### src/rtl/fract_pixel_scheduler.sv
// Frame scheduler for a bank of Mandelbrot iteration cores: walks the raster,
// hands each pixel's c to the lowest-index idle core, collects finished pixels
// round-robin and writes them to the single framebuffer port.
module fract_pixel_scheduler #(
  parameter int NUM_CORES = 4,
  parameter int SCR_W     = 160,
  parameter int SCR_H     = 120,
  parameter int FRAC      = 18
) (
  input  logic                 clk,
  input  logic                 reset,
  input  logic                 start_frame,
  input  logic [31:0]          centerx,
  input  logic [31:0]          centery,
  output logic [NUM_CORES-1:0] core_start,
  output logic [31:0]          core_cr,
  output logic [31:0]          core_ci,
  input  logic [NUM_CORES-1:0] core_done,
  input  logic [NUM_CORES-1:0] core_pixel,
  output logic [NUM_CORES-1:0] core_ack,
  output logic                 fb_we,
  output logic [18:0]          fb_addr,
  output logic                 fb_data,
  output logic                 frame_busy,
  output logic                 frame_done
);

  localparam int IDX_W = (NUM_CORES > 1) ? $clog2(NUM_CORES) : 1;

  typedef enum logic [1:0] {S_IDLE, S_DISPATCH, S_DRAIN, S_DONE} state_t;

  state_t                state, state_nxt;
  logic signed [31:0]    cx, cy;
  logic [15:0]           x, y;
  logic [18:0]           pix_addr;
  logic [NUM_CORES-1:0]  busy;
  logic [18:0]           tag [NUM_CORES];
  logic [IDX_W-1:0]      rr;

  logic                  do_disp, do_grant;
  logic [IDX_W-1:0]      disp_idx, grant_idx;
  logic [NUM_CORES-1:0]  req;
  logic                  last_pixel;
  logic signed [31:0]    x_s, y_s;

  // Integer cartesian coordinate to fixed point; overflow wraps silently.
  function automatic logic signed [31:0] to_fixed(input logic signed [31:0] v);
    return v <<< FRAC;
  endfunction

  // Fold a rotated core index back into 0..NUM_CORES-1.
  function automatic int wrap_idx(input int v);
    return (v >= NUM_CORES) ? v - NUM_CORES : v;
  endfunction

  assign req        = core_done & busy;
  assign last_pixel = (x == 16'(SCR_W - 1)) && (y == 16'(SCR_H - 1));
  assign x_s        = signed'({16'd0, x});
  assign y_s        = signed'({16'd0, y});

  // State register; reset aborts any frame in flight.
  always_ff @(posedge clk) begin
    if (reset) state <= S_IDLE;
    else       state <= state_nxt;
  end

  // Dispatch/grant selection, datapath outputs and next-state decode.
  always_comb begin
    state_nxt  = state;
    core_start = '0;
    core_cr    = '0;
    core_ci    = '0;
    core_ack   = '0;
    fb_we      = 1'b0;
    fb_addr    = '0;
    fb_data    = 1'b0;
    frame_busy = 1'b0;
    frame_done = 1'b0;
    do_disp    = 1'b0;
    disp_idx   = '0;
    do_grant   = 1'b0;
    grant_idx  = '0;

    // Lowest-index idle core wins the dispatch slot; an acked core is still
    // marked busy this cycle, so it cannot be restarted until the next one.
    if (state == S_DISPATCH) begin
      for (int i = NUM_CORES - 1; i >= 0; i--) begin
        if (!busy[i]) begin
          do_disp  = 1'b1;
          disp_idx = IDX_W'(i);
        end
      end
    end

    // Round-robin search over finished cores starting at rr.
    if (state == S_DISPATCH || state == S_DRAIN) begin
      for (int j = 0; j < NUM_CORES; j++) begin
        if (!do_grant && req[wrap_idx(int'(rr) + j)]) begin
          do_grant  = 1'b1;
          grant_idx = IDX_W'(wrap_idx(int'(rr) + j));
        end
      end
    end

    if (do_disp) begin
      core_start[disp_idx] = 1'b1;
      core_cr              = to_fixed(x_s - cx);
      core_ci              = to_fixed(cy - y_s);
    end

    if (do_grant) begin
      core_ack[grant_idx] = 1'b1;
      fb_we               = 1'b1;
      fb_addr             = tag[grant_idx];
      fb_data             = core_pixel[grant_idx];
    end

    case (state)
      S_IDLE:     if (start_frame) state_nxt = S_DISPATCH;
      S_DISPATCH: begin
        frame_busy = 1'b1;
        if (do_disp && last_pixel) state_nxt = S_DRAIN;
      end
      S_DRAIN: begin
        frame_busy = 1'b1;
        if (busy == '0) state_nxt = S_DONE;
      end
      S_DONE: begin
        frame_done = 1'b1;
        state_nxt  = S_IDLE;
      end
      default: state_nxt = S_IDLE;
    endcase
  end

  // Raster position, pan latch, per-core busy/tag bookkeeping and rr pointer.
  always_ff @(posedge clk) begin
    if (reset) begin
      cx       <= '0;
      cy       <= '0;
      x        <= '0;
      y        <= '0;
      pix_addr <= '0;
      busy     <= '0;
      rr       <= '0;
      for (int i = 0; i < NUM_CORES; i++) tag[i] <= '0;
    end else begin
      if (state == S_IDLE && start_frame) begin
        cx       <= signed'(centerx);
        cy       <= signed'(centery);
        x        <= '0;
        y        <= '0;
        pix_addr <= '0;
      end
      if (do_disp) begin
        tag[disp_idx] <= pix_addr;
        pix_addr      <= pix_addr + 19'd1;
        if (x == 16'(SCR_W - 1)) begin
          x <= '0;
          y <= y + 16'd1;
        end else begin
          x <= x + 16'd1;
        end
      end
      busy <= (busy & ~core_ack) | core_start;
      if (do_grant) begin
        rr <= (int'(grant_idx) == NUM_CORES - 1) ? '0 : grant_idx + 1'b1;
      end
    end
  end

endmodule

### config.mk
export PLATFORM = sky130hd
export DESIGN_NAME = fract_pixel_scheduler
export DESIGN_NICKNAME = d
export VERILOG_FILES = /design/src/rtl/fract_pixel_scheduler.sv
export SDC_FILE = /design/constraint.sdc
export NUM_CORES = 1
export LEC_CHECK = 0
export ABC_CLOCK_PERIOD_IN_PS = 3100
export BUFFER_PORTS_ARGS = -buffer_cell sky130_fd_sc_hd__buf_2
export CAP_MARGIN = 20
export CORE_MARGIN = 5
export CORE_UTILIZATION = 40
export CTS_BUF_LIST = sky130_fd_sc_hd__clkbuf_16
export DETAILED_ROUTE_END_ITERATION = 8
export GPL_TIMING_DRIVEN = 0
export PLACE_DENSITY = 0.64
export REMOVE_ABC_BUFFERS = 1
export SLEW_MARGIN = 20
export SYNTH_ARGS = -nofsm -noshare
export SYNTH_HDL_FRONTEND = slang
export SYNTH_SLANG_ARGS = --single-unit
### constraint.sdc
create_clock -name clk -period 3.1 [get_ports clk]
set_input_delay 0.465 -clock clk [delete_from_list [all_inputs] [get_ports clk]]
set_output_delay 0.465 -clock clk [all_outputs]
set_load 0.01 [all_outputs]
### Word level (Yosys, flattened, before mapping)

Memories as Yosys holds them, arrays and structs flattened.
Cells that the tools add are included.

* input bits: 75
* bits in writable memories: 76
* word-level logic and storage cells: 140
* output and inout port bits: 95
* bits in registers: 87
* memories: 1

* bitwise logic cells: 4
* order comparisons: 12
* $add $sub $neg: 13
* eq/ne operators: 9
* multiplexer cells: 75
* reduce and logical (&&, ||, !) cells: 18

Memories
* tag: words 4, width 19, rd ports 1, clocked after Yosys merged registers in 0, write ports 4, line 37 `logic [18:0] tag [NUM_CORES];`

Operator list (count)
* $mux W32: 6
* $lt A32 B4 Y1 const B: 4
* $mux W16: 6
* $mux W19: 4
* $mux W1: 34
* $add A16 B1 Y16 const B: 2
* $mux W2: 15
* $sub A14 B14 Y14: 2
* $add A19 B1 Y19 const B: 1
* $reduce_or A19 Y1: 1
* $eq A16 B7 Y1 const B: 1
* $eq A16 B8 Y1 const B: 1
* $sub A3 B3 Y4 const B: 3
* $bmux W1 S2: 5
* $ge A3 B3 Y1 const B: 3
* $and A4 B4 Y4: 2
* $logic_and A1 B1 Y1: 8
* $mux W4: 2
* $pmux W2 S4: 1
* $add A2 B2 Y3 const B: 2
* $lt A2 B3 Y1 const B: 2
* $demux W1 S2: 2
* $eq A2 B1 Y1 const B: 2
* $eq A2 B2 Y1 const B: 2
* 16 further kinds: 20

### Logic depth before layout (Yosys ltp)

* word-level depth: 27
* mapped depth: 11
* gate-level depth less buffers: 9

### Worst setup path before layout

OpenSTA, ideal clock, no wires.

* kind: flip-flop to output port
* start: register state[0]
* end: output port core_ack[0]
* arrival time: 2189 ps
* data required time: 2635 ps
* stages on the path, launching flop included: 9
* buffers on the path: 1
* path slack: 446 ps
* cell sequence: dfxtp_1 > inv_1 > ha_1 > o21ai_1 > nor4_1 > inv_1 > buf_2 > ha_1 > and2_1

* word-level cells in the longest chain between the ends: 8
* elaborated cells between the ends (all ways): 11
* classes of those cells: order compare (2); eq/ne (2); mux (5); reduce/logical (2)

RTL lines
* start: declaration: line 32 `state_t state, state_nxt;`
* start signal: assignment: line 64 `else state <= state_nxt;`
* $eq A2 B1 Y1 or $eq A2 B2 Y1 (tied branches): line 96 `if (state == S_DISPATCH || state == S_DRAIN) begin`
* $logic_or A1 B1 Y1 *: line 96
* $mux W2: line 96
* $lt A2 B3 Y1 (not written as such) or $ge A2 B1 Y1 (tied branches): line 112 `core_ack[grant_idx] = 1'b1;`
* $logic_and A1 B1 Y1 (not written as such): line 112
* $mux W1 (not written as such): line 112
* $demux W1 S2: line 112
* $mux W4 *: line 111 `if (do_grant) begin`
* end: declaration: line 20 `output logic [NUM_CORES-1:0] core_ack,`

Mark *: on every way between the ends. The rest lies on a longest branch, timed or not.

### Final worst setup path

* start: register cy[0]
* end: output port core_ci[30]

* word-level cells in the longest chain between the ends: 2

RTL lines
* start: declaration: line 33 `logic signed [31:0] cx, cy;`
* start signal: assignment: line 150 `cy <= signed'(centery);`
* $sub A14 B14 Y14: line 108 `core_ci = to_fixed(cy - y_s);`
* $mux W32: line 105 `if (do_disp) begin`
* end: declaration: line 17 `output logic [31:0] core_ci,`

No other way between the ends.

==> results by group <==
Yosys
  – Main combinational cell family by area after synthesis: simple AND/OR/NAND/NOR gates
  – Number of enable flip-flop cells after synthesis: 76
  – Share of flip-flops with an asynchronous set or reset: 0
  – Mux contribution to synthesized area: 0.05269
  – Sequential share of the synthesized area: 0.4143
  – #FFs+latches synth: 163
  – Synth Area in Compound Gates: 0.1744
  – Post-Synth Simple-Gate Area: 0.2138
  – Synth cell types: 67
  – Synthesized area per cell: 8.830 um^2
  – Warnings, synthesis: 0
  – Largest area contributor in the netlist: edfxtp_1
  – Dominant cells by area after synthesis: edfxtp_1, dfxtp_1, mux2i_1, nand2_1, ha_1
  – Synth Area in XOR/XNOR: 0.01172
  – Netlist Area Pre-Place: 9713 um^2
  – Yosys top cell area share: 0.2350
  – Most used DFF post-synth: dfxtp_1
  – Post-Synthesis Cells: 1100
  – Synth Area in Adders: 0.05307

Setup path
  – Cell mode on critical path: inv_2
  – Critical Path AT: 2.67 ns
  – Slowest-stage cell, CP: a221o_1
  – Max incr delay on CP: 0.39 ns
  – Reg2reg setup slack: 0.30 ns
  – Cell Chain, Critical Path: inv_2 -> ha_4 -> inv_2 -> fa_2 -> a21o_1 -> a221o_1 -> a2111oi_4 -> o21bai_1 -> mux2i_1 -> buf_2
  – Worst Path Max Fanout: 3
  – Crit start category: register
  – WS Path Type: register to output pin
  – Reg2Reg Capture Point: x[11]$_SDFFE_PP0P_
  – CP endpoint kind: output pin
  – Reg-to-Reg Start: busy[3]$_SDFF_PP0_
  – Data required, critical path: 2.63 ns
  – R2R cell count: 6

Floorplan
  – Die height: 165.8 um
  – Initial Util: 0.4029
  – Die area: 27500 um^2
  – Die X: 165.8 um
  – FP Rows: 57
  – Core area: 24110 um^2
  – Io pins: 170

Hold path
  – HP Class: primary input to register
  – Hold Crit Endpoint: cx[9]$_SDFFE_PP0P_
  – Hold depth: 3
  – Hold Startpoint: centerx[9]

Clock tree
  – Latest clock arrival within the worst-skew pair: 0.44 ns
  – Root buf cell: clkbuf_16
  – H-Tree Depth: 4
  – Clock transition at path regs: 0.08 ns
  – Num CTS Buffers: 17
  – Clock sink count: 163
  – CTS Buffer Depth: 2
  – CTS tree: built

Run status
  – Status: finished, violations left
  – Violated checks: setup timing

Final layout
  – Most frequent cells in the layout: nand2_1, buf_2, a21oi_1, edfxtp_1, nor2_1
  – Filler Cell Count: 2370
  – Area Overhead vs Synth: 18.88%
  – Finished Cell Area: 11550 um^2
  – Commonest non-fill, non-tap cell in the layout: nand2_1
  – Share of layout cells above drive strength 1: 0.2050
  – Nets: 1302
  – Antenna diode count: 0

Power and ir drop
  – NetSw: 2822 uW
  – Comb pwr share: 0.360
  – Tot Pwr: 7391 uW
  – Cell Int Power: 4569 uW
  – Switching Share: 0.3818
  – Peak VDD IR: 333.6 uV
  – Clk pwr share: 0.292
  – Sequential Power Share: 0.348
  – Static Leak: 0.004619 uW
  – Power per cell area: 640.1 nW/um^2

STA
  – Final period util: 1.013
  – Clock Skew: 0.01274 ns
  – Final Setup Violations: 1
  – Final min period: 3.139 ns
  – Slew headroom: 0.2586
  – Worst slew pin tran: 1.112 ns
  – Max Slew Vio Count: 0
  – RSZ-0062 raised after global routing: true
  – Final number of hold-violating endpoints: 0
  – Final WS setup: -0.03914 ns
  – Fmax: 0.3186 GHz

GRT
  – GRT overflow: 0
  – Vias in the first global route: 7994
  – Largest net degree at the start of global routing: 67
  – Overall routing resource usage: 0.1857
  – First-pass GRT wire length: 42050 um
  – Antenna violations before repair: 0

Detailed routing
  – Remaining DRCs: 0
  – Drt wl/cell: 17.55 um
  – Vias: 8377
  – Routed WL: 26750 um
  – 1st-iter DRT viols: 602
  – ANT nets after route: 0
  – Vias per cell: 5.497
  – DR pass1 iterations: 6

Run
  – Max-Cap Viols: 0

Placement
  – Routability cong.: 0.8632
  – Port-buffer cells: 97
  – Dpl cell area: 10380 um^2
  – Dpl hpwl: 16560 um
[power groups by stage]
stage / clock network, uW / logic, uW / registers (uW)
global route: 2290 / 2910 / 2600
floorplan: 0 / 1510 / 2570
CTS: 2180 / 2480 / 2570
finish: 2160 / 2660 / 2570
detailed placement: 0 / 2290 / 2610
global placement: 0 / 2180 / 2600
[per-stage QoR]
| stage | setup TNS, ns | util | setup slack, ns | std cells | hold slack (ns) |
|---|---|---|---|---|---|
| 6_report | -0.03914 | 0.4790 | -0.03914 | 1524 | 0.2517 |
| 3_3_place_gp | -172.10 | 0.4232 | -2.010 | 1456 | 0.4453 |
| 4_1_cts | -0.1042 | 0.4683 | -0.07671 | 1512 | 0.2377 |
| 5_1_grt | -0.3527 | 0.4790 | -0.1633 | 1524 | 0.2404 |
| 2_1_floorplan | -14.00 | - | -0.6841 | 1035 | 0.4303 |
| 3_5_place_dp | -15.93 | 0.4307 | -0.7631 | 1466 | 0.4473 |
[worst max-delay path, delay by kind of cell, from the launching register on]
| kind | cells | cell delay (ns) |
|---|---|---|
| AOI/OAI and AO/OA | 4 | 1.02 |
| buffers and inverters | 3 | 0.25 |
| DFF | 1 | 0.33 |
| adders and majority gates | 2 | 0.46 |
| muxes | 1 | 0.19 |
[metal layers]
| layer | up-vias | track usage | share of wire |
|---|---|---|---|
| met3 | 56 | 0.04666 | 0.054 |
| li1 | 4101 | - | - |
| met1 | 3965 | 0.2320 | 0.43 |
| met5 | - | 0 | 0 |
| met2 | 255 | 0.3153 | 0.49 |
| met4 | 0 | 0.06098 | 0.024 |
[cells by family after synthesis]
logic type / Yosys count
other: 1
adder cells (fa/ha/maj): 40
flip-flops: 163
XOR/XNOR: 13
AO/OA/AOI/OAI: 252
multiplexers: 51
buffers and inverters: 164
AND/OR/NAND/NOR: 416
[final cells by class]
class                   instances  area, um^2  area share
flip-flops and latches        163        4061      0.3517
clock inverters                15       178.9     0.01549
multi-input cells             812        5438      0.4709
well taps                     324       405.4     0.03511
repair buffers                129       790.8     0.06848
clock buffers                  17       425.4     0.03684
inverters                      64       247.7     0.02145
[cell usage after synthesis (5+ instances only)]
cell type	n
mux2i_1	50
nand4_1	33
xnor2_1	7
nand2_1	131
o21a_1	13
or4_1	7
a311oi_1	13
nand2b_1	22
a21o_1	29
or3_1	10
nor3b_1	6
ha_1	38
and3_1	10
buf_4	36
o31a_1	5
o211ai_1	5
buf_2	12
clkbuf_1	47
and2_1	25
o21ai_0	24
nor2_1	76
nor2b_1	5
a41oi_1	6
o31ai_1	21
edfxtp_1	76
a211oi_1	15
o21ai_1	6
inv_1	64
dfxtp_1	87
a31oi_1	8
a21oi_1	79
nand3_1	32
nor3_1	26
nor4_1	14
xor2_1	6
[worst max path at each step]
stage	from	end	slack, ns	depth (start not counted)
2_1_floorplan	state[0]$_SDFFE_PP0P_	core_ack[0]	-0.68	7
3_3_place_gp	core_done[2]	core_ack[0]	-2.01	9
3_5_place_dp	core_done[2]	fb_addr[4]	-0.76	8
4_1_cts	cy[0]$_SDFFE_PP0P_	core_ci[30]	-0.08	10
5_1_grt	cy[0]$_SDFFE_PP0P_	core_ci[30]	-0.16	10
6_report	cy[0]$_SDFFE_PP0P_	core_ci[30]	-0.04	10
[flip-flops by register name (all words and copies together), names as in the netlist]
signal,cells
x,16
tag,76
cx,14
y,16
busy,4
state,2
rr,2
cy,14
pix_addr,19
[timing repair]
item	4_1_cts	5_1_grt
endpoints found under the hold margin	0	0
setup buffers	12	10
gates resized for setup	54	36
gates cloned	3	1
hold buffers	0	0
pin swaps	11	9
endpoints found under the setup margin	37	27
Power figures use the tool's default switching activity.
